==> config.mk <==
export PLATFORM = sky130hd
export DESIGN_NAME = aqua_fetch_queue
export DESIGN_NICKNAME = d
export VERILOG_FILES = /design/src/rtl/aqua_pkg.sv /design/src/rtl/aqua_fetch_queue.sv
export SDC_FILE = /design/constraint.sdc
export NUM_CORES = 1
export LEC_CHECK = 0
export ABC_AREA = 1
export CORE_ASPECT_RATIO = 2
export CORE_MARGIN = 5
export CORE_UTILIZATION = 35
export CTS_CLUSTER_DIAMETER = 60
export DETAILED_ROUTE_END_ITERATION = 8
export SLEW_MARGIN = 25
export SYNTH_ARGS = -nofsm -noshare
export SYNTH_HDL_FRONTEND = slang
export SYNTH_SLANG_ARGS = --single-unit
==> constraint.sdc <==
create_clock -name clk -period 11.2 [get_ports clk]
set_input_delay 3.36 -clock clk [delete_from_list [all_inputs] [get_ports clk]]
set_output_delay 3.36 -clock clk [all_outputs]
set_load 0.01 [all_outputs]
==> src/rtl/aqua_pkg.sv <==
// Shared constants and the fetch-queue entry type for the aqua front end.
package aqua_pkg;

    localparam int XLEN     = 32;
    localparam int ILEN     = 32;
    localparam int FQ_DEPTH = 8;

    typedef struct packed {
        logic [XLEN-1:0] pc;
        logic [ILEN-1:0] instr;
    } fq_entry_t;

endpackage

==> src/rtl/aqua_fetch_queue.sv <==
// 2-wide in-order instruction queue between fetch and the dual-issue decoder.
// First-word-fall-through read view; a redirect flush discards all contents.
module aqua_fetch_queue
    import aqua_pkg::*;
#(
    parameter int DEPTH = FQ_DEPTH,
    parameter int XLEN  = aqua_pkg::XLEN
) (
    input  logic                       clk,
    input  logic                       rst,
    input  logic                       flush_i,
    input  logic [XLEN-1:0]            f_pc_i,
    input  logic [2*XLEN-1:0]          f_instr_i,
    input  logic [1:0]                 f_vld_i,
    output logic                       f_stall_o,
    output logic [2*XLEN-1:0]          d_instr_o,
    output logic [XLEN-1:0]            d_pc0_o,
    output logic [XLEN-1:0]            d_pc1_o,
    output logic [1:0]                 d_vld_o,
    input  logic [1:0]                 d_take_i,
    output logic [$clog2(DEPTH):0]     count_o
);

    localparam int PW = $clog2(DEPTH);
    localparam int CW = PW + 1;

    fq_entry_t         mem [DEPTH];
    logic [PW-1:0]     rd_ptr;
    logic [PW-1:0]     wr_ptr;
    logic [CW-1:0]     count;

    logic [PW-1:0]     rd_ptr1;
    logic [PW-1:0]     wr_ptr1;
    logic              enq_ok;
    fq_entry_t         slot0_e;
    fq_entry_t         slot1_e;
    fq_entry_t         wr_data0;
    fq_entry_t         wr_data1;
    logic              wr_en0;
    logic              wr_en1;
    logic [1:0]        n_enq;
    logic [1:0]        take_eff;
    logic [1:0]        n_deq;
    logic [CW-1:0]     count_next;

    assign rd_ptr1 = rd_ptr + PW'(1);
    assign wr_ptr1 = wr_ptr + PW'(1);

    // Stall from registered occupancy only: fewer than two free slots.
    assign f_stall_o = (count > CW'(DEPTH - 2));
    assign enq_ok    = !f_stall_o && !flush_i;

    assign slot0_e = '{pc: f_pc_i,             instr: f_instr_i[ILEN-1:0]};
    assign slot1_e = '{pc: f_pc_i + XLEN'(4),  instr: f_instr_i[2*ILEN-1:ILEN]};

    // Compact valid slots so the oldest always lands at wr_ptr.
    always_comb begin
        wr_en0   = 1'b0;
        wr_en1   = 1'b0;
        wr_data0 = slot0_e;
        wr_data1 = slot1_e;
        n_enq    = 2'd0;
        if (enq_ok) begin
            unique case (f_vld_i)
                2'b01: begin
                    wr_en0 = 1'b1;
                    n_enq  = 2'd1;
                end
                2'b10: begin
                    wr_en0   = 1'b1;
                    wr_data0 = slot1_e;
                    n_enq    = 2'd1;
                end
                2'b11: begin
                    wr_en0 = 1'b1;
                    wr_en1 = 1'b1;
                    n_enq  = 2'd2;
                end
                default: ;
            endcase
        end
    end

    always_comb begin
        if (count == '0)
            d_vld_o = 2'b00;
        else if (count == CW'(1))
            d_vld_o = 2'b01;
        else
            d_vld_o = 2'b11;
    end

    // The illegal 10 pattern is treated as no take.
    always_comb begin
        unique case (d_take_i)
            2'b01:   take_eff = d_vld_o & 2'b01;
            2'b11:   take_eff = d_vld_o;
            default: take_eff = 2'b00;
        endcase
        n_deq = {1'b0, take_eff[0]} + {1'b0, take_eff[1]};
    end

    assign count_next = count + CW'(n_enq) - CW'(n_deq);

    always_ff @(posedge clk) begin
        if (rst || flush_i) begin
            rd_ptr <= '0;
            wr_ptr <= '0;
            count  <= '0;
        end else begin
            rd_ptr <= rd_ptr + PW'(n_deq);
            wr_ptr <= wr_ptr + PW'(n_enq);
            count  <= count_next;
        end
    end

    always_ff @(posedge clk) begin
        if (wr_en0)
            mem[wr_ptr] <= wr_data0;
        if (wr_en1)
            mem[wr_ptr1] <= wr_data1;
    end

    always_comb begin
        d_instr_o = '0;
        d_pc0_o   = '0;
        d_pc1_o   = '0;
        if (d_vld_o[0]) begin
            d_instr_o[ILEN-1:0] = mem[rd_ptr].instr;
            d_pc0_o             = mem[rd_ptr].pc;
        end
        if (d_vld_o[1]) begin
            d_instr_o[2*ILEN-1:ILEN] = mem[rd_ptr1].instr;
            d_pc1_o                  = mem[rd_ptr1].pc;
        end
    end

    assign count_o = count;

    take_pattern_legal: assert property (@(posedge clk) disable iff (rst)
        d_take_i != 2'b10)
        else $error("aqua_fetch_queue: illegal d_take_i=10");

    occupancy_bounded: assert property (@(posedge clk) disable iff (rst)
        count <= CW'(DEPTH))
        else $error("aqua_fetch_queue: occupancy above DEPTH");

endmodule

==> results of run 1 <==
-- power by group --
part           switching (W)  internal (W)
clock               0.000822      0.000985
combinational        0.00229       0.00127
sequential         0.0000558       0.00230
-- critical path: cells and delay by family (launching register included) --
family	cells	cell delay [ns]
buffers and inverters	2	1.21
adder cells (fa/ha/maj)	1	0.76
AO/OA/AOI/OAI	4	0.94
flip-flops	1	0.83
-- layout by cell type (no fill, tap or decap), drive strengths merged, types with 5 or more instances in the layout --
cell type / Yosys / layout
ha: 15 / 15
bufinv: 0 / 5
o211ai: 62 / 62
nor2: 391 / 391
buf: 191 / 59
clkbuf: 173 / 64
a31oi: 64 / 64
nand2: 1468 / 1468
clkinv: 1 / 23
dfxtp: 10 / 10
xor2: 7 / 7
inv: 212 / 214
a21oi: 322 / 322
o21ai: 744 / 744
edfxtp: 512 / 512
o21a: 62 / 62
nand3: 226 / 226
clkdlybuf4s50: 0 / 237
-- final cells by class --
| class | count | area [sq um] | share of cell area |
|---|---|---|---|
| clock buffers | 64 | 1370 | 0.0359 |
| clock inverters | 32 | 299 | 0.00786 |
| well taps | 1215 | 1520 | 0.0399 |
| inverters | 213 | 812 | 0.0213 |
| multi-input cells | 3379 | 15600 | 0.410 |
| flip-flops and latches | 522 | 15600 | 0.410 |
| diodes | 3 | 7.51 | 0.000197 |
| repair buffers | 296 | 2880 | 0.0757 |
-- cell families after synthesis --
group                      Yosys count  synth area share
adders and majority gates           19           0.00800
buffers and inverters              577            0.0750
xor gates and xnor gates             9           0.00280
AOI/OAI and AO/OA                 1254             0.199
and+or+nand+nor                   2097             0.250
DFF                                522             0.465
-- state kept, by name (all words and copies together), names as in the netlist --
| signal | cells |
|---|---|
| count_o | 4 |
| mem | 512 |
| wr_ptr | 3 |
| rd_ptr | 3 |
-- per-stage QoR --
step	std cells	util	hold slack [ns]	power (W)	worst slack, ns
2_1_floorplan	4478	-	0.581	0.00426	2.24
3_3_place_gp	5625	0.383	0.626	0.00591	4.06
3_5_place_dp	5625	0.383	0.631	0.00593	4.05
4_1_cts	5721	0.400	0.641	0.00773	3.34
5_1_grt	5722	0.400	0.681	0.00809	3.11
6_report	5724	0.400	0.655	0.00772	3.25
-- worst max-delay path by stage --
stage / start / endpoint / slack, ns / cells past startpoint
floorplan: f_vld_i[0] / mem[0][0] / 2.24 / 5
global placement: rd_ptr[1] / d_instr_o[38] / 4.06 / 7
detailed placement: rd_ptr[1] / d_instr_o[35] / 4.05 / 7
CTS: rd_ptr[1] / d_instr_o[35] / 3.34 / 7
global route: rd_ptr[1] / d_instr_o[35] / 3.11 / 7
finish: rd_ptr[1] / d_instr_o[35] / 3.25 / 7
-- routing by layer --
layer / GRT usage / up-vias / routed length (um)
met2: 0.454 / 1875 / 67300
met1: 0.309 / 15655 / 51300
met3: 0.0381 / 493 / 12300
met4: 0.150 / 6 / 9140
met5: 0 / - / 34
li1: - / 15070 / -
==> impl_metrics.json, run 1 <==
{
  "status": "finished clean",
  "rrSetupSlack_ns": 7.22,
  "yosys.cell_types.count": 36,
  "yosys.cell_count.top_type": "nand2_1",
  "synth_area_leaders": "edfxtp_1 46%, nand2_1 16%, o21ai_0 10%",
  "ys_seq_area_frac": 0.465,
  "cts_hold_buf": 0,
  "synthArstFlopShare": 0,
  "hold_violations": 0,
  "first_iter_violations": 3313,
  "critPathRequiredTime_ns": 7.84,
  "grt_max_degree": 191,
  "htree_levels": 2,
  "die_area_sq_um": 102000,
  "holdPathEnd": "wr_ptr[2]",
  "synth_edf_count": 512,
  "cp_cell_sequence": "ha_4 > buf_12 > o21ai_0 > o21ai_0 > o21ai_0 > a21oi_1 > clkdlybuf4s50_1",
  "synthFlopType": "edfxtp_1",
  "path_max_fanout": 140,
  "setup_viol": 0,
  "syn_nets": 4600,
  "powerDensity_nw_per_um2": 203,
  "grtUsageTotal": 0.261,
  "start_kind": "register",
  "nNetsFinal": 4587,
  "hp-class": "reg -> reg",
  "holdCritStartpoint": "wr_ptr[2]",
  "syn_area_sq_um": 33500,
  "area_growth_pct": 13.7,
  "clock.fmax_mhz": 126,
  "rsz0062_at_grt": "false",
  "max-vdd-ir-drop_uv": 148,
  "tightest_slew_ns": 1.11,
  "chipWidth_um": 229,
  "leakage_nw": 14.8,
  "drv_cap": 0,
  "placedInstanceArea_sq_um": 36400,
  "finish.instance_area_sq_um": 38100,
  "synth-seq-cells": 522,
  "boundaryPins": 238,
  "max_stage_delay_ns": 0.83,
  "synth_top_cell_by_area": "edfxtp_1",
  "num_vias": 33099,
  "routedWlPerCell_um": 24.5,
  "routed_via_density": 5.78,
  "netlist_top_cells_count": "1,430 x nand2_1, 682 x o21ai_0, 512 x edfxtp_1",
  "drive_gt1_frac": 0.0513,
  "slew_viol_final": 0,
  "grt_pass1_vias": 31625,
  "clkTransAtPathRegs_ns": 0.06,
  "fin_crit_sh": 0.710,
  "cts_tree": "built",
  "initial_core_util": 0.352,
  "holdPathStages": 3,
  "cts_max_path_buffers": 3,
  "crit_path_end_kind": "output pin",
  "grt_pass1_wl_um": 203000,
  "row_count": 160,
  "fill_cells": 9529,
  "cp.arrival_ns": 4.59,
  "gp_congestion": 0.861,
  "cts_made_buffers": 53,
  "yosysWarnings": 0,
  "antenna_found_initial": 5,
  "syn_avg_cell_area_sq_um": 7.48,
  "fin_worst_skew_ns": 0.0339,
  "synthDominantCellAreaShare": 0.459,
  "worstSetupPathType": "reg -> out",
  "cts.sinks": 522,
  "drcViolationCount": 0,
  "slew_headroom": 0.257,
  "ctsResizeCount": 0,
  "r2r-start": "count_o[3]",
  "dr.pass1.iters": 6,
  "core-area_sq_um": 95100,
  "reg2reg_to": "mem[0][10]",
  "clk_latency_ns": 0.64,
  "cp_slowest_cell": "dfxtp_4",
  "dp.final_hpwl_um": 79300,
  "die_height_um": 447,
  "worst_path_most_repeated_cell": "o21ai_0",
  "post-cts-setup-buffers": 0,
  "wl_um": 140000,
  "layout_min_cycle_time_ns": 7.95,
  "port_buffers": 237,
  "overflow": 0,
  "fin_tns_setup_ns": 0,
  "reg2reg_depth": 11,
  "ctsRootBufferMaster": "clkbuf_16",
  "antenna_left": 0,
  "syn_inst": 4478
}
(Power assumes the default switching activity.)
==> run 2, diff against run 1 <==
clock period = 6.4 ns   (was 11.2 ns; I/O delays follow)
==> impl_metrics.json, run 2 (synthesis gave the netlist of run 1 again) <==
{
  "nNetsFinal": 4605,
  "clock.fmax_mhz": 172,
  "rrSetupSlack_ns": 2.98,
  "holdCritStartpoint": "wr_ptr[2]",
  "dr.pass1.iters": 8,
  "cts_tree": "built",
  "cts_max_path_buffers": 3,
  "antenna_found_initial": 7,
  "path_max_fanout": 130,
  "largest_reg_flops": 512,
  "chipWidth_um": 229,
  "tightest_slew_ns": 1.14,
  "cts_made_buffers": 50,
  "reg2reg_depth": 12,
  "clkTransAtPathRegs_ns": 0.07,
  "slew_viol_final": 0,
  "final_cell_count_no_fill": 5737,
  "cts_hold_buf": 0,
  "crit_cells": 7,
  "slew_headroom": 0.239,
  "leakage_nw": 14.9,
  "cp_slowest_cell": "buf_4",
  "core-area_sq_um": 95100,
  "max_stage_delay_ns": 0.82,
  "final_common_cell": "nand2_1",
  "area_growth_pct": 14.5,
  "critPathTopFamily": "buffers and inverters",
  "hold_violations": 0,
  "dp.cells": 5646,
  "grtUsageTotal": 0.257,
  "port_buffers": 237,
  "cp.arrival_ns": 3.88,
  "routedWlPerCell_um": 24.0,
  "die_area_sq_um": 102000,
  "antenna_left": 0,
  "rsz0062_at_grt": "false",
  "routed_via_density": 5.78,
  "holdPathStages": 3,
  "path_buf_inv": 3,
  "grt_pass1_wl_um": 201000,
  "ctsRootBufferMaster": "clkbuf_16",
  "first_iter_violations": 3149,
  "layout_min_cycle_time_ns": 5.80,
  "wl_um": 138000,
  "regArea_sq_um": 15600,
  "critPathRequiredTime_ns": 4.48,
  "postLayoutCoreUtil": 0.403,
  "status": "finished clean",
  "max-vdd-ir-drop_uv": 281,
  "fill_cells": 9572,
  "holdPathEnd": "wr_ptr[2]",
  "cts.sinks": 522,
  "hold_ws_ns": 0.669,
  "grt_max_degree": 228,
  "setup_viol": 0,
  "drive_gt1_frac": 0.0560,
  "fin_worst_skew_ns": 0.0283,
  "top_register": "mem",
  "fin_crit_sh": 0.907,
  "overflow": 0,
  "start_kind": "register",
  "drv_cap": 0,
  "finish.instance_area_sq_um": 38300,
  "crit_path_end_kind": "output pin",
  "ctsResizeCount": 0,
  "mostFrequentLayoutCells": "1,422 x nand2_1, 674 x o21ai_0, 512 x edfxtp_1",
  "worstSetupPathType": "reg -> out",
  "reg2reg_to": "mem[1][11]",
  "die_height_um": 447,
  "initial_core_util": 0.352,
  "gp_congestion": 0.877,
  "clk_latency_ns": 0.60,
  "boundaryPins": 238,
  "placedInstanceArea_sq_um": 36800,
  "multi_input_area_sq_um": 15600,
  "htree_levels": 2,
  "hp-class": "reg -> reg",
  "cp_cell_sequence": "buf_12 > buf_4 > o21ai_0 > o211ai_1 > nand2_1 > a31oi_1 > clkdlybuf4s50_1",
  "grt_pass1_vias": 31793,
  "dp.final_hpwl_um": 83100,
  "powerDensity_nw_per_um2": 352,
  "row_count": 160,
  "r2r-start": "count_o[3]",
  "num_vias": 33158,
  "drcViolationCount": 0,
  "post-cts-setup-buffers": 0
}
==> run 2: cell count changes in the layout (fill, tap and decap cells not counted), moves of 2 or more <==
cell and delta:
inv_6 -2, clkbuf_1 -8, buf_4 +5, buf_12 +16, clkinvlp_4 +2, clkinv_2 +2, clkinv_4 +2, clkbuf_16 -2
==> run 2: power by group <==
group	internal [W]	total, W	switching [W]
logic	0.00231	0.00640	0.00408
clock network	0.00162	0.00302	0.00141
registers	0.00402	0.00409	0.0000701
==> run 2: how the worst max path moves through the flow <==
stage               startpoint          end  slack [ns]
floorplan           f_vld_i[0]    mem[0][0]       -1.12
global placement     rd_ptr[1]   d_pc0_o[3]        1.18
detailed placement   rd_ptr[1]   d_pc0_o[3]        1.24
CTS                  rd_ptr[1]   d_pc0_o[3]        0.57
global route         rd_ptr[1]  d_pc0_o[17]        0.45
finish               rd_ptr[1]   d_pc0_o[3]        0.60
==> run 2: cell type report <==
class,instances,share of cell area
diodes,2,0.000131
clock buffers,54,0.0336
clock inverters,35,0.00767
inverters,213,0.0211
multi-input cells,3379,0.406
flip-flops and latches,522,0.406
well taps,1215,0.0396
repair buffers,317,0.0849
==> run 2: routing by layer <==
layer | part of all wire | wire, um | up-vias | global-route usage
li1 | - | - | 15105 | -
met4 | 0.063 | 8710 | 10 | 0.148
met2 | 0.49 | 67900 | 1769 | 0.451
met3 | 0.083 | 11400 | 475 | 0.0365
met1 | 0.36 | 49900 | 15799 | 0.300
met5 | 0.00049 | 68 | - | 0
==> run 2: stage by stage <==
stage               setup TNS [ns]  worst slack, ns  total power, W
finish                           0            0.598          0.0135
global route                     0            0.449          0.0142
CTS                              0            0.573          0.0135
detailed placement               0             1.24          0.0105
global placement                 0             1.18          0.0105
floorplan                  -571.41            -1.12         0.00746
==> run 2: worst min-delay path, delay by kind of cell, from the launching register on <==
kind	cells	cell delay, ns
buffers and inverters	1	0.10
flip-flops	1	0.39
AND/OR/NAND/NOR	1	0.06
AO/OA/AOI/OAI	1	0.06
